## src/rtl/divider_iter_pkg.sv

```systemverilog
// Shared definitions for the iterative divider.
// Holds the M-extension divide opcodes (also used by the ALU and decoder),
// the FSM state encoding, and small opcode decode helpers.
`ifndef DIVIDER_ITER_PKG_SV
`define DIVIDER_ITER_PKG_SV

`ifndef ALU_OP_DIV
`define ALU_OP_DIV  4'b1100
`endif
`ifndef ALU_OP_DIVU
`define ALU_OP_DIVU 4'b1101
`endif
`ifndef ALU_OP_REM
`define ALU_OP_REM  4'b1110
`endif
`ifndef ALU_OP_REMU
`define ALU_OP_REMU 4'b1111
`endif

package divider_iter_pkg;

  localparam logic [3:0] OP_DIV  = `ALU_OP_DIV;
  localparam logic [3:0] OP_DIVU = `ALU_OP_DIVU;
  localparam logic [3:0] OP_REM  = `ALU_OP_REM;
  localparam logic [3:0] OP_REMU = `ALU_OP_REMU;

  localparam logic [1:0] STATE_IDLE = 2'd0;
  localparam logic [1:0] STATE_PREP = 2'd1;
  localparam logic [1:0] STATE_CALC = 2'd2;
  localparam logic [1:0] STATE_FIX  = 2'd3;

  typedef enum logic [1:0] {
    ST_IDLE = STATE_IDLE,
    ST_PREP = STATE_PREP,
    ST_CALC = STATE_CALC,
    ST_FIX  = STATE_FIX
  } div_state_e;

  function automatic logic op_is_signed(input logic [3:0] op);
    return (op == OP_DIV) || (op == OP_REM);
  endfunction

  function automatic logic op_is_rem(input logic [3:0] op);
    return (op == OP_REM) || (op == OP_REMU);
  endfunction

  function automatic logic op_is_known(input logic [3:0] op);
    return (op == OP_DIV) || (op == OP_DIVU) || (op == OP_REM) || (op == OP_REMU);
  endfunction

endpackage

`endif

```

## src/rtl/divider_iter_restore_step.sv

```systemverilog
// One radix-2 restoring division iteration: shift the next dividend bit into
// the partial remainder, trial-subtract the divisor and keep or restore.
// Purely combinational so it can be chained for an unrolled variant.
module div_restore_step #(
  parameter int XLEN = 32
) (
  input  logic [XLEN-1:0] rem_in,
  input  logic            dividend_bit,
  input  logic [XLEN-1:0] divisor,
  output logic [XLEN-1:0] rem_out,
  output logic            q_bit
);

  logic [XLEN:0] shifted;
  logic [XLEN:0] diff;

  // Trial subtract in XLEN+1 bits; the top bit of diff is the borrow.
  // NOTE: every always_comb output gets a value on every path, so no latch is inferred.
  always_comb begin
    shifted = {rem_in, dividend_bit};
    diff    = shifted - {1'b0, divisor};
    q_bit   = ~diff[XLEN];
    rem_out = q_bit ? diff[XLEN-1:0] : shifted[XLEN-1:0];
  end

endmodule

```

## src/rtl/divider_iter.sv

```systemverilog
// Multi-cycle radix-2 restoring divider for DIV/DIVU/REM/REMU.
// Flow: IDLE -> PREP (abs values, special-case flags) -> CALC (XLEN steps)
// -> FIX (signs, overrides, result strobe). kill_i aborts any operation.
// Optional macro DIV_EARLY_OUT_EN: divide-by-zero, signed overflow and
// |a| < |b| skip CALC and finish two cycles after accept.
module divider_iter
  import divider_iter_pkg::*;
#(
  parameter int XLEN = 32
) (
  input  logic            clk,
  input  logic            rst_n,
  input  logic [XLEN-1:0] operand_a_i,
  input  logic [XLEN-1:0] operand_b_i,
  input  logic [3:0]      div_op_i,
  input  logic            div_valid_i,
  output logic            div_ready_o,
  input  logic            kill_i,
  output logic [XLEN-1:0] result_o,
  output logic            result_valid_o,
  output logic            busy_o
);

  localparam int              CW   = $clog2(XLEN) + 1;
  localparam logic [CW-1:0]   LAST = CW'(XLEN - 1);
  localparam logic [XLEN-1:0] MIN_NEG = {1'b1, {(XLEN-1){1'b0}}};

  div_state_e state;

  logic [XLEN-1:0] a_q, b_q;
  logic [3:0]      op_q;
  logic [XLEN-1:0] dividend_q, divisor_q, rem_q, quot_q;
  logic [CW-1:0]   count_q;
  logic            neg_quot_q, neg_rem_q, div_zero_q, ovf_q;

  logic            accept;
  logic            signed_op;
  logic [XLEN-1:0] a_abs, b_abs;
  logic            b_zero, a_ovf;
  logic [XLEN-1:0] rem_next;
  logic            q_bit;
  logic [XLEN-1:0] quot_fix, rem_fix, fix_result;

  assign div_ready_o = (state == ST_IDLE);
  assign busy_o      = ~div_ready_o;
  assign accept      = div_valid_i & div_ready_o & ~kill_i;

  // PREP-stage decode of the latched operands.
  always_comb begin
    signed_op = op_is_signed(op_q);
    a_abs     = (signed_op && a_q[XLEN-1]) ? -a_q : a_q;
    b_abs     = (signed_op && b_q[XLEN-1]) ? -b_q : b_q;
    b_zero    = (b_q == '0);
    a_ovf     = signed_op && (a_q == MIN_NEG) && (b_q == '1);
  end

`ifdef DIV_EARLY_OUT_EN
  logic early;
  // Operations whose answer is known without iterating.
  always_comb begin
    early = b_zero | a_ovf | (a_abs < b_abs);
  end
`endif

  div_restore_step #(.XLEN(XLEN)) u_step (
    .rem_in       (rem_q),
    .dividend_bit (dividend_q[XLEN-1]),
    .divisor      (divisor_q),
    .rem_out      (rem_next),
    .q_bit        (q_bit)
  );

  // Sign correction, special-case overrides and op selection for FIX.
  always_comb begin
    quot_fix = neg_quot_q ? -quot_q : quot_q;
    rem_fix  = neg_rem_q  ? -rem_q  : rem_q;
    if (div_zero_q) begin
      quot_fix = '1;
      rem_fix  = a_q;
    end else if (ovf_q) begin
      quot_fix = a_q;
      rem_fix  = '0;
    end
    if (!op_is_known(op_q)) fix_result = '0;
    else if (op_is_rem(op_q)) fix_result = rem_fix;
    else                      fix_result = quot_fix;
  end

  // Datapath registers: operand capture, preparation and one step per CALC cycle.
  // NOTE: datapath registers are deliberately not reset; only the FSM and outputs need defined reset values.
  always_ff @(posedge clk) begin
    case (state)
      ST_IDLE: begin
        if (accept) begin
          a_q  <= operand_a_i;
          b_q  <= operand_b_i;
          op_q <= div_op_i;
        end
      end
      ST_PREP: begin
        dividend_q <= a_abs;
        divisor_q  <= b_abs;
        rem_q      <= '0;
        quot_q     <= '0;
        count_q    <= '0;
        neg_quot_q <= signed_op & (a_q[XLEN-1] ^ b_q[XLEN-1]);
        neg_rem_q  <= signed_op & a_q[XLEN-1];
        div_zero_q <= b_zero;
        ovf_q      <= a_ovf;
`ifdef DIV_EARLY_OUT_EN
        // |a| < |b|: quotient 0 and remainder |a|, sign restored in FIX.
        if (early) rem_q <= a_abs;
`endif
      end
      ST_CALC: begin
        rem_q      <= rem_next;
        quot_q     <= {quot_q[XLEN-2:0], q_bit};
        dividend_q <= dividend_q << 1;
        count_q    <= count_q + 1'b1;
      end
      default: ;
    endcase
  end

  // Control FSM with registered result and strobe; synchronous active-low reset.
  // NOTE: sequential state uses non-blocking assignments so all registers update from pre-edge values.
  always_ff @(posedge clk) begin
    if (!rst_n) begin
      state          <= ST_IDLE;
      result_o       <= '0;
      result_valid_o <= 1'b0;
    end else begin
      result_valid_o <= 1'b0;
      if (state != ST_IDLE && kill_i) begin
        state <= ST_IDLE;
      end else begin
        case (state)
          ST_IDLE: if (accept) state <= ST_PREP;
          ST_PREP: begin
`ifdef DIV_EARLY_OUT_EN
            state <= early ? ST_FIX : ST_CALC;
`else
            state <= ST_CALC;
`endif
          end
          ST_CALC: if (count_q == LAST) state <= ST_FIX;
          ST_FIX: begin
            result_o       <= fix_result;
            result_valid_o <= 1'b1;
            state          <= ST_IDLE;
          end
          default: state <= ST_IDLE;
        endcase
      end
    end
  end

endmodule

```

## config.mk

```make
export PLATFORM = sky130hd
export DESIGN_NAME = divider_iter
export DESIGN_NICKNAME = d
export VERILOG_FILES = /design/src/rtl/divider_iter_pkg.sv /design/src/rtl/divider_iter_restore_step.sv /design/src/rtl/divider_iter.sv
export SDC_FILE = /design/constraint.sdc
export NUM_CORES = 1
export LEC_CHECK = 0
export BUFFER_PORTS_ARGS = -buffer_cell sky130_fd_sc_hd__buf_2
export CORE_ASPECT_RATIO = 2
export CORE_MARGIN = 1
export CORE_UTILIZATION = 55
export CTS_BUF_LIST = sky130_fd_sc_hd__clkbuf_8
export DETAILED_ROUTE_END_ITERATION = 10
export PLACE_DENSITY = 0.74
export REMOVE_ABC_BUFFERS = 1
export SYNTH_ARGS = -nofsm -noshare
export SYNTH_HDL_FRONTEND = slang
export SYNTH_SLANG_ARGS = --single-unit
```

## constraint.sdc

```tcl
create_clock -name clk -period 8.3 [get_ports clk]
set_input_delay 0.83 -clock clk [delete_from_list [all_inputs] [get_ports clk]]
set_output_delay 0.83 -clock clk [all_outputs]
set_load 0.02 [all_outputs]
```

### Word level (Yosys, flattened, before mapping)

Index checks and enable logic that the tools add are counted.

| operators by class | value |
|---|---|
| $add $sub $neg | 6 |
| bitwise gates (word level) | 10 |
| reduce and logical (&&, ||, !) cells | 18 |
| equal/unequal tests | 12 |
| multiplexer cells | 19 |

Operator list:

| operator | count |
|---|---|
| two-way mux 32 bit | 11 |
| case mux 32 bit (2 select lines) | 3 |
| negation 32 bit | 4 |
| == test 32 bit (second input constant) | 2 |
| subtractor 33 x 32 -> 33 bit | 1 |
| logical NOT 32 bit | 1 |
| == test 4 bit (second input constant) | 4 |
| case mux 6 bit (2 select lines) | 1 |
| case mux 2 bit (4 select lines) | 1 |
| adder 6 x 1 -> 6 bit (second input constant) | 1 |
| == test 6 x 5 -> 1 bit (second input constant) | 1 |
| AND reduction 2 bit | 3 |
| logical AND 1 bit | 5 |
| logical OR 1 bit | 5 |
| inverter 1 bit | 5 |
| AND 1 bit | 4 |
| == test 2 bit (second input constant) | 2 |
| two-way mux 2 bit | 2 |
| nonzero test 2 bit | 2 |
| == test 2 x 1 -> 1 bit (second input constant) | 1 |
| logical NOT 2 bit | 1 |
| inequality test 2 x 1 -> 1 bit (second input constant) | 1 |
| inequality test 2 bit (second input constant) | 1 |
| OR reduction 2 bit | 1 |
| other kinds (2) | 2 |

| storage, ports and cells | value |
|---|---|
| register bits after elaboration | 241 |
| input port bits | 72 |
| output and inout port bits | 35 |
| logic and storage cells | 80 |

### Depth between registers and ports, before layout

Gate-level depths: netlist of the first run.

| depth | value |
|---|---|
| depth in word-level cells | 6 |
| mapped depth | 14 |
| gate-level depth less buffers | 12 |

### Hierarchy

From an unflattened synthesis of the first run, not the netlist that was laid out.

| unflattened totals | value |
|---|---|
| cells, all modules | 1378 |
| area total of the unflattened synthesis | 14262.4 um^2 |

By module, submodules not included:

| module | instances | seq. area each (um^2) | area an instance (um^2) | cells each |
|---|---|---|---|---|
| divider_iter | 1 | 6886.6 | 12006.5 | 1067 |
| div_restore_step | 1 | 0.0 | 2255.9 | 311 |

### Least setup slack after synthesis of the first run

OpenSTA, ideal clock, no wires.

| timing | value |
|---|---|
| kind | input to register |
| start | input div_valid_i |
| end | register state[1] |
| path slack | 3572 ps |
| stages on the path | 5 |
| data arrival time | 4601 ps |
| required time | 8173 ps |
| library setup time | 127 ps |
| buffers on the path | 0 |
| cells stage by stage | nand2_1 nor2_1 o21ai_0 mux2i_1 nor2_1 |

| on the way | value |
|---|---|
| word-level cells in the longest chain between the ends | 4 |

RTL lines:

| what | RTL line | source |
|---|---|---|
| from (decl) | divider_iter.sv:16 | `input logic div_valid_i,` |
| AND 1 bit (2 in series) | divider_iter.sv:46 | `assign accept = div_valid_i & div_ready_o & ~kill_i;` |
| inequality test 2 x 1 -> 1 bit (no line) | -- |  |
| AND reduction 2 bit (no line) | -- |  |
| to (signal assigned) | divider_iter.sv:129 | `state <= ST_IDLE;` |
| to (signal assigned) | divider_iter.sv:135 | `state <= ST_IDLE;` |
| to (signal assigned) | divider_iter.sv:138 | `ST_IDLE: if (accept) state <= ST_PREP;` |
| to (decl) | divider_iter.sv:28 | `div_state_e state;` |

Every way passes these cells.
A chain may end at the register's enable or synchronous reset.

### Worst setup path after layout of the first run

| timing | value |
|---|---|
| start | register rem_q[0] |
| end | register rem_q[4], data pin |

| on the way | value |
|---|---|
| word-level cells in the longest chain between the ends | 3 |

RTL lines:

| what | RTL line | source |
|---|---|---|
| from (decl) | divider_iter.sv:32 | `logic [XLEN-1:0] dividend_q, divisor_q, rem_q, quot_q;` |
| from (signal assigned) | divider_iter.sv:116 | `rem_q <= rem_next;` |
| subtractor 33 x 32 -> 33 bit | divider_iter_restore_step.sv:21 | `diff = shifted - {1'b0, divisor};` |
| two-way mux 32 bit | divider_iter_restore_step.sv:23 | `rem_out = q_bit ? diff[XLEN-1:0] : shifted[XLEN-1:0];` |
| case mux 32 bit (2 select lines) | divider_iter.sv:92 | `case (state)` |

Every way passes these cells.

==> results of run 1 <==
worst min-delay path by stage:
stage | startpoint | end | slack (ns) | cells after the start
global route | operand_a_i[30] | a_q[30] | 0.41 | 1
floorplan | state[0] | state[0] | 0.49 | 2
finish | operand_a_i[22] | a_q[22] | 0.44 | 1
CTS | div_op_i[2] | op_q[2] | 0.40 | 1
detailed placement | result_o[13] | result_o[13] | 0.44 | 2
global placement | result_o[13] | result_o[13] | 0.44 | 2
flip-flops by register name, indices dropped and copies added, names as in the netlist:
name            flops
quot_q             32
ovf_q               1
result_valid_o      1
a_q                32
state               2
neg_rem_q           1
rem_q              32
op_q                4
result_o           32
div_zero_q          1
count_q             6
neg_quot_q          1
b_q                32
divisor_q          32
dividend_q         32
per-stage QoR:
stage,instances,total power (W),area [sq um]
after global placement,1763,0.00404,14800
after CTS,1831,0.00508,15600
final,1831,0.00506,15600
after floorplan,1304,0.00356,13700
after detailed placement,1763,0.00409,14800
after global routing,1831,0.00538,15600
metal layers:
layer,track usage,share of wire,vias up
li1,-,-,5211
met4,0.163,0.054,0
met3,0.0349,0.038,114
met2,0.503,0.54,298
met5,0,0,-
met1,0.271,0.37,5120
power by group through the flow:
stage               Combinational (W)  Clock [W]  Sequential [W]
global placement              0.00197          0         0.00207
global route                  0.00223    0.00106         0.00210
detailed placement            0.00201          0         0.00208
CTS                           0.00201    0.00101         0.00206
floorplan                     0.00153          0         0.00204
finish                        0.00201   0.000987         0.00206
placed cells by master, fill, tap and decap left out, types with 40 or more instances in the layout:
cell type	instances
buf_2	106
inv_1	74
ha_1	40
o21ai_0	110
clkbuf_8	43
and2_1	41
mux2i_1	44
nand2_1	133
nor2_1	89
edfxtp_1	206
a21oi_1	74
xnor2_1	72
xor2_1	72
logic make-up after synthesis:
| kind of cell | synth area share |
|---|---|
| DFF | 0.493 |
| adders and majority gates | 0.0390 |
| and+or+nand+nor | 0.145 |
| muxes | 0.0331 |
| AOI/OAI and AO/OA | 0.164 |
| buffers and inverters | 0.0355 |
| xor gates and xnor gates | 0.0909 |
layout make-up:
cell class                      instances  area share
Sequential cell                       241       0.442
Multi-Input combinational cell        999       0.426
Timing Repair Buffer                  123      0.0423
Clock buffer                           43      0.0380
Tap cell                              336      0.0270
Inverter                               64      0.0154
Clock inverter                         25     0.00868
worst register-to-register path: stages, from the launching register on:
cell and delay, ns:
edfxtp_1 0.49, inv_1 0.13, fa_1 0.44, nand2b_1 0.19, a21o_1 0.20, a31o_1 0.22
a2111oi_2 0.53, o21ai_1 0.19, a41oi_2 0.32, xor2_4 0.25, buf_4 0.45, mux2i_1 0.27
nor2_1 0.05
==> flow_summary.json, run 1 <==
{
  "cp.depth": 12,
  "ys_seq_area_frac": 0.493,
  "postSynthAreaPerCell_sq_um": 10.2,
  "synthCells": 1366,
  "slew_headroom": 0.284,
  "synth.top_cell.area_share": 0.443,
  "num_io_pins": 107,
  "seq_area_sq_mm": 0.00689,
  "cts_resized": 0,
  "netSwitchingFraction": 0.395,
  "cp-end-kind": "register",
  "cts_buffer_depth": 3,
  "yosys_warnings": 0,
  "p_sw_w": 0.00200,
  "place_congestion": 0.895,
  "start_util": 0.558,
  "totalWireLength_um": 33800,
  "ys_ff_latch": 241,
  "cts_tree": "done",
  "hold_viol": 0,
  "rsz0062_at_grt": "no",
  "final.setup.worst_slack_ns": 4.30,
  "crit_end": "rem_q[4]",
  "critical_path.top_delay_family": "compound AO/OA/AOI/OAI gates",
  "synth-edff-count": 206,
  "cp_num_buf_inv": 2,
  "fill_cells": 2156,
  "wl_per_cell_um": 18.4,
  "critPathSlowestCell": "a2111oi_2",
  "dieArea_sq_mm": 0.0261,
  "fp.coreArea_sq_mm": 0.0250,
  "finalCoreUtilization": 0.622,
  "hold_ws_ns": 0.437,
  "synthTopCellsByCount": "edfxtp_1, nand2_1, o21ai_0, nor2_1, a21oi_1",
  "p_int_w": 0.00306,
  "required_ns": 8.60,
  "p_per_area_mw_per_mm2": 325,
  "hold_path_class": "input pin to register",
  "cp-startpoint": "rem_q[0]",
  "nets": 1581,
  "arrival_ns": 4.30,
  "dp_slack_ns": 4.31,
  "multi_input_area_sq_mm": 0.00664,
  "reg2reg_from": "rem_q[0]",
  "clkPwrFrac": 0.195,
  "tns_ns": 0,
  "crit_type": "register to register",
  "via_per_inst": 5.87,
  "grt_max_degree": 96,
  "die_w_um": 115,
  "clk_latency_ns": 0.57,
  "fin_skew_ns": 0.0167,
  "htreeDepth": 2,
  "r2r_end": "rem_q[4]",
  "path_max_fanout": 34,
  "dr.pass1.iters": 5,
  "yosysTopAreaCell": "edfxtp_1",
  "drcViolationCount": 0,
  "vias": 10700,
  "timing.fmax_mhz": 250,
  "path_cells": "inv_1 > fa_1 > nand2b_1 > a21o_1 > a31o_1 > a2111oi_2 > o21ai_1 > a41oi_2 > xor2_4 > buf_4 > mux2i_1 > nor2_1",
  "initialDrtViolationCount": 644,
  "gr-total-overflow": 0,
  "synth-main-ff-cell": "edfxtp_1",
  "cts_buffers": 37,
  "chipHeight_um": 227,
  "worst_pin_slew_ns": 1.07,
  "vdd_drop_max_mv": 0.167,
  "drive_gt1_frac": 0.135,
  "cts.sinks": 241,
  "grt_pass1_vias": 10700,
  "ff2ff_setup_slack_ns": 4.30,
  "rr_worst_depth": 12,
  "hpwl_um": 24600,
  "min_period_ns": 4.00,
  "slowest_delay_ns": 0.53,
  "finalSetupViolCount": 0,
  "p_comb_frac": 0.397,
  "post-synth-top-count-cell": "edfxtp_1",
  "grt_pass1_wl_um": 53100,
  "status": "finished, final reports clean",
  "fin_crit_sh": 0.481,
  "port_buffers": 106,
  "startpoint_type": "register",
  "clk_pin_slew_worst_paths_ns": 0.06,
  "postCtsSetupBuffers": 0,
  "root_buffer": "clkbuf_8",
  "async_flop_share": 0,
  "hold_buffers": 0,
  "cap_viol_max_count": 0,
  "syn_to_final_growth_pct": 11.4,
  "num_rows": 82,
  "grt_usage": 0.265,
  "syn_area_sq_mm": 0.0140,
  "leakage_nw": 5.85,
  "final_max_slew_viol_count": 0,
  "synth.distinct_cells": 77,
  "p_seq_frac": 0.408,
  "synth.area.top_cells": "edfxtp_1, dfxtp_1, xor2_1, xnor2_1, o21ai_0",
  "ant_nets": 0,
  "antenna_found_initial": 0,
  "diodes": 0
}
(Power assumes the default switching activity.)
==> run 2, diff against run 1 <==
--- a/config.mk
+++ b/config.mk
@@ -5,6 +5,7 @@
 export SDC_FILE = /design/constraint.sdc
 export NUM_CORES = 1
 export LEC_CHECK = 0
+export ABC_AREA = 1
 export BUFFER_PORTS_ARGS = -buffer_cell sky130_fd_sc_hd__buf_2
 export CORE_ASPECT_RATIO = 2
 export CORE_MARGIN = 1
==> constraint.sdc (replaced) <==
create_clock -name clk -period 3.8 [get_ports clk]
set_input_delay 0.38 -clock clk [delete_from_list [all_inputs] [get_ports clk]]
set_output_delay 0.38 -clock clk [all_outputs]
set_load 0.02 [all_outputs]
==> flow_summary.json, run 2 <==
{
  "yosysTopAreaCell": "edfxtp_1",
  "antenna_found_initial": 1,
  "async_flop_share": 0,
  "mostFrequentLayoutCells": "nand2_1, nor2_1, inv_1",
  "place_area_sq_mm": 0.0163,
  "syn_to_final_growth_pct": 15.1,
  "vias": 14700,
  "nets": 2335,
  "ant_nets": 0,
  "slew_headroom": 0.328,
  "initialDrtViolationCount": 1233,
  "final_max_slew_viol_count": 0,
  "dieArea_sq_mm": 0.0287,
  "postSynthAreaPerCell_sq_um": 7.52,
  "chipHeight_um": 239,
  "drcViolationCount": 0,
  "hold_path_class": "input pin to register",
  "ys_ff_latch": 241,
  "grt_pass1_vias": 14500,
  "cts_resized": 0,
  "die_w_um": 120,
  "htreeDepth": 2,
  "total_power_w": 0.0135,
  "hpwl_um": 38200,
  "synth_adder_area_share": 0.0354,
  "hold_buffers": 66,
  "finalSetupViolCount": 0,
  "path_max_fanout": 17,
  "synthCells": 2050,
  "synth_compound_area_frac": 0.103,
  "rsz0062_at_grt": "no",
  "place_congestion": 1.07,
  "synth.area.top_cells": "edfxtp_1, nand2_1, nor2_1, nand3_1, inv_1",
  "p_sw_w": 0.00631,
  "p_per_area_mw_per_mm2": 763,
  "cts_buffer_depth": 3,
  "fill_cells": 2470,
  "synth-main-ff-cell": "edfxtp_1",
  "drive_gt1_frac": 0.0963,
  "cp-end-kind": "register",
  "startpoint_type": "register",
  "num_io_pins": 107,
  "yosys_warnings": 0,
  "totalWireLength_um": 51100,
  "required_ns": 4.12,
  "via_per_inst": 5.67,
  "post-synth-top-count-cell": "nand2_1",
  "root_buffer": "clkbuf_8",
  "p_seq_frac": 0.359,
  "final_common_cell": "nand2_1",
  "grt_max_degree": 61,
  "wl_per_cell_um": 19.7,
  "worst_pin_slew_ns": 1.01,
  "clk_pin_slew_worst_paths_ns": 0.06,
  "seq_area_sq_mm": 0.00689,
  "ff2ff_setup_slack_ns": 0.67,
  "dr.pass1.iters": 8,
  "cap_viol_max_count": 0,
  "vdd_drop_max_mv": 0.445,
  "multi_input_area_sq_mm": 0.00736,
  "clkPwrFrac": 0.167,
  "fin_area_sq_mm": 0.0177,
  "min_path_cells": 1,
  "postCtsSetupBuffers": 0,
  "min_from": "operand_a_i[7]",
  "synth.distinct_cells": 45,
  "fin_crit_sh": 0.824,
  "num_rows": 86,
  "timing.fmax_mhz": 319,
  "cts_tree": "done",
  "port_buffers": 106,
  "synth_top_family_by_area": "simple AND/OR/NAND/NOR gates",
  "synthMuxAreaShare": 0.000649,
  "leakage_nw": 7.89,
  "min_period_ns": 3.13,
  "p_comb_frac": 0.473,
  "arrival_ns": 3.45,
  "synth.top_cell.area_share": 0.401,
  "crit_type": "register to register",
  "status": "finished, final reports clean",
  "grt_pass1_wl_um": 76600,
  "ys_seq_area_frac": 0.447,
  "yosys.area_share.simple": 0.297,
  "gr-total-overflow": 0,
  "netSwitchingFraction": 0.466,
  "r2r_end": "rem_q[2]",
  "hold_viol": 0,
  "clk_latency_ns": 0.58,
  "fin_skew_ns": 0.0232,
  "synth_xor_area_frac": 0.0386,
  "rr_worst_depth": 13,
  "grt_usage": 0.358,
  "fp.coreArea_sq_mm": 0.0275,
  "synth-edff-count": 206,
  "cts_buffers": 38,
  "cts.sinks": 241,
  "hold-path-endpoint": "a_q[7]",
  "start_util": 0.560,
  "synthTopCellsByCount": "nand2_1, nor2_1, inv_1, edfxtp_1, nand3_1",
  "p_int_w": 0.00723,
  "syn_area_sq_mm": 0.0154,
  "reg2reg_from": "dividend_q[31]"
}
run 2: cell count changes after synthesis, moves of 27 or more:
cell / change
a21oi_1: +88
and2_1: -40
inv_1: +181
mux2i_1: -43
nand2_1: +383
nand3_1: +175
nor2_1: +196
xnor2_1: -50
xor2_1: -27
run 2: per-layer routing:
layer  global-route usage  part of all wire
met4                0.358              0.11
met3               0.0584             0.054
met2                0.661              0.52
met5                    0                 0
met1                0.313              0.31
run 2: cell type report:
type | instances | share of cell area
Clock buffer | 41 | 0.0318
Sequential cell | 241 | 0.388
Timing Repair Buffer | 193 | 0.0774
Tap cell | 352 | 0.0248
Multi-Input combinational cell | 1494 | 0.415
Clock inverter | 23 | 0.00959
Inverter | 252 | 0.0533
Antenna cell | 1 | 0.000141
run 2: logic make-up (layout without fill, tap and decap cells):
logic type / Yosys count / count (layout)
flip-flops: 241 / 241
AO/OA/AOI/OAI: 298 / 298
multiplexers: 1 / 1
adder cells (fa/ha/maj): 43 / 43
AND/OR/NAND/NOR: 1084 / 1084
other: 0 / 1
buffers and inverters: 315 / 509
XOR/XNOR: 68 / 68
run 2: how the worst max path moves through the flow:
stage	start	slack, ns	endpoint
2_1_floorplan	state[0]	-0.67	state[0]
3_3_place_gp	dividend_q[31]	0.79	rem_q[18]
5_1_grt	dividend_q[31]	0.41	rem_q[2]
4_1_cts	dividend_q[31]	0.72	rem_q[2]
3_5_place_dp	dividend_q[31]	0.76	rem_q[21]
6_report	dividend_q[31]	0.67	rem_q[2]
run 2: through the flow:
stage	utilization	TNS [ns]	instances	setup WS (ns)	hold slack [ns]
floorplan	-	-30.50	1987	-0.671	0.479
global placement	0.593	0	2466	0.787	0.449
detailed placement	0.593	0	2466	0.762	0.453
CTS	0.644	0	2596	0.724	0.00156
global route	0.644	0	2597	0.408	0.0151
finish	0.644	0	2597	0.669	0.0249
run 2: power groups by stage:
stage               combinational, W  sequential [W]  clock, W
floorplan                    0.00442         0.00468         0
global placement             0.00618         0.00487         0
detailed placement           0.00626         0.00488         0
CTS                          0.00633         0.00483   0.00229
global route                 0.00713         0.00494   0.00236
finish                       0.00641         0.00487   0.00227
run 2: worst max-delay path, cell delays in order (launching register included):
cell	delay, ns
edfxtp_1	0.67
inv_1	0.09
ha_1	0.22
fa_1	0.42
o21ai_2	0.23
nand2_1	0.09
nand2_2	0.11
nand2_1	0.10
nand2_2	0.12
nand2_2	0.11
nand3_2	0.31
nand2_4	0.21
nor2_1	0.15
nor2_1	0.06
==> run 3, diff against run 2 <==
--- a/config.mk
+++ b/config.mk
@@ -5,14 +5,14 @@
 export SDC_FILE = /design/constraint.sdc
 export NUM_CORES = 1
 export LEC_CHECK = 0
-export ABC_AREA = 1
+export ABC_AREA = 0
 export BUFFER_PORTS_ARGS = -buffer_cell sky130_fd_sc_hd__buf_2
 export CORE_ASPECT_RATIO = 2
 export CORE_MARGIN = 1
 export CORE_UTILIZATION = 55
 export CTS_BUF_LIST = sky130_fd_sc_hd__clkbuf_8
 export DETAILED_ROUTE_END_ITERATION = 10
-export PLACE_DENSITY = 0.74
+export PLACE_DENSITY = 0.77
 export REMOVE_ABC_BUFFERS = 1
 export SYNTH_ARGS = -nofsm -noshare
 export SYNTH_HDL_FRONTEND = slang
==> constraint.sdc (replaced) <==
create_clock -name clk -period 2.8 [get_ports clk]
set_input_delay 0.28 -clock clk [delete_from_list [all_inputs] [get_ports clk]]
set_output_delay 0.28 -clock clk [all_outputs]
set_load 0.02 [all_outputs]
==> flow_summary.json, run 3 (same netlist as run 1, synthesis figures left out) <==
{
  "path_max_fanout": 8,
  "cap_viol_max_count": 0,
  "mostFrequentLayoutCells": "edfxtp_1, buf_4, nand2_1",
  "timing.fmax_mhz": 294,
  "wl_per_cell_um": 18.7,
  "cts_tree": "done",
  "syn_to_final_growth_pct": 28.4,
  "cts.sinks": 241,
  "p_seq_frac": 0.344,
  "cts_buffer_depth": 3,
  "cp-startpoint": "dividend_q[31]",
  "r2r_end": "rem_q[24]",
  "ant_nets": 0,
  "totalWireLength_um": 38600,
  "nets": 1813,
  "hold_viol": 0,
  "p_sw_w": 0.00670,
  "grt_pass1_vias": 12100,
  "reg2reg_from": "dividend_q[31]",
  "p_per_area_mw_per_mm2": 959,
  "clkPwrFrac": 0.170,
  "clk_pin_slew_worst_paths_ns": 0.06,
  "vias": 12000,
  "final_max_slew_viol_count": 0,
  "finalSetupViolCount": 34,
  "final_common_cell": "edfxtp_1",
  "p_int_w": 0.0105,
  "hold_path_class": "input pin to register",
  "drive_gt1_frac": 0.237,
  "vdd_drop_max_mv": 0.600,
  "port_buffers": 106,
  "place_congestion": 0.911,
  "leakage_nw": 7.04,
  "grt_max_degree": 97,
  "hold-path-endpoint": "state[0]",
  "dieArea_sq_mm": 0.0261,
  "path_cells": "inv_1 > ha_2 > fa_2 > nand2b_4 > a21o_1 > a31o_4 > a2111oi_4 > buf_4 > o21ai_4 > a41oi_4 > xor2_4 > buf_12 > buf_16 > mux2i_1 > nor2_1",
  "final.setup.worst_slack_ns": -0.602,
  "via_per_inst": 5.81,
  "antenna_found_initial": 0,
  "fp.coreArea_sq_mm": 0.0250,
  "slew_headroom": 0.447,
  "seq_area_sq_mm": 0.00689,
  "rr_worst_depth": 15,
  "num_io_pins": 107,
  "gr-total-overflow": 0,
  "start_util": 0.558,
  "p_comb_frac": 0.486,
  "total_power_w": 0.0172,
  "cts_buffers": 37,
  "grt_usage": 0.299,
  "violations": "negative setup slack",
  "status": "finished, violations left",
  "dr.pass1.iters": 6,
  "critPathSlowestCell": "edfxtp_1",
  "startpoint_type": "register",
  "multi_input_area_sq_mm": 0.00699,
  "chipHeight_um": 227,
  "fin_skew_ns": 0.0238,
  "worst_pin_slew_ns": 0.822,
  "rsz0062_at_grt": "yes",
  "cp-end-kind": "register",
  "required_ns": 3.11,
  "min_from": "kill_i",
  "fin_crit_sh": 1.21,
  "fill_cells": 1789,
  "drcViolationCount": 0,
  "root_buffer": "clkbuf_8",
  "initialDrtViolationCount": 860,
  "die_w_um": 115,
  "ff2ff_setup_slack_ns": -0.60,
  "num_rows": 82,
  "grt_pass1_wl_um": 59800,
  "arrival_ns": 3.71,
  "finalCoreUtilization": 0.717,
  "min_path_cells": 4,
  "htreeDepth": 2,
  "netSwitchingFraction": 0.389,
  "crit_type": "register to register",
  "slowest_delay_ns": 0.35,
  "clk_latency_ns": 0.57,
  "min_period_ns": 3.40,
  "hpwl_um": 27000
}
[run 3: repair_timing]
action                                  4_1_cts  5_1_grt
hold buffers                                 68        0
endpoints found under the setup margin       42       63
setup buffers                                 4       16
resized for setup                            27       50
pin swaps                                    14       43
hold endpoints to repair                     68        0
gates cloned                                  2        0
[run 3: final cells by class]
class                      count  share of cell area
multi-input combinational    999               0.389
sequential                   241               0.384
timing repair buffer         355               0.150
clock buffer                  43              0.0330
tap                          336              0.0234
inverter                      64              0.0134
clock inverter                23             0.00697
antenna                        1            0.000139
[run 3: power groups by stage]
stage	Sequential [W]	Clock (W)	Combinational, W
4_1_cts	0.00586	0.00296	0.00806
2_1_floorplan	0.00607	0	0.00465
3_5_place_dp	0.00593	0	0.00738
3_3_place_gp	0.00589	0	0.00717
6_report	0.00591	0.00293	0.00837
5_1_grt	0.00600	0.00310	0.00905
[run 3: worst max path at each step]
stage | end | slack (ns)
2_1_floorplan | rem_q[26] | -2.21
3_3_place_gp | rem_q[10] | -0.58
3_5_place_dp | rem_q[12] | -0.67
4_1_cts | rem_q[24] | -0.53
5_1_grt | rem_q[24] | -0.73
6_report | rem_q[24] | -0.60
[run 3: layer usage]
layer  vias to the layer above  global-route usage  routed length (um)
li1                       5691                   -                   -
met1                      5692               0.294               13200
met2                       455               0.566               21200
met3                       142              0.0389                1660
met4                         0               0.214                2560
met5                         -                   0                   0
[run 3: worst max-delay path: cells and delay by family, from the launching register on]
kind                       cells  cell delay, ns
AOI/OAI and AO/OA              5            1.06
buffers and inverters          4            0.54
adders and majority gates      2            0.53
DFF                            1            0.35
xor gates and xnor gates       1            0.25
and+or+nand+nor                2            0.22
muxes                          1            0.21
[run 3: stage by stage]
step / hold WS (ns) / area (sq um) / std cells / setup WS (ns) / setup TNS [ns]
floorplan: 0.379 / 13700 / 1304 / -2.21 / -205.73
global placement: 0.437 / 16000 / 1908 / -0.583 / -18.55
detailed placement: 0.440 / 16000 / 1908 / -0.668 / -20.95
CTS: 0.0411 / 17600 / 2048 / -0.530 / -15.48
global route: 0.107 / 17900 / 2061 / -0.726 / -21.35
finish: 0.0781 / 17900 / 2062 / -0.602 / -16.70
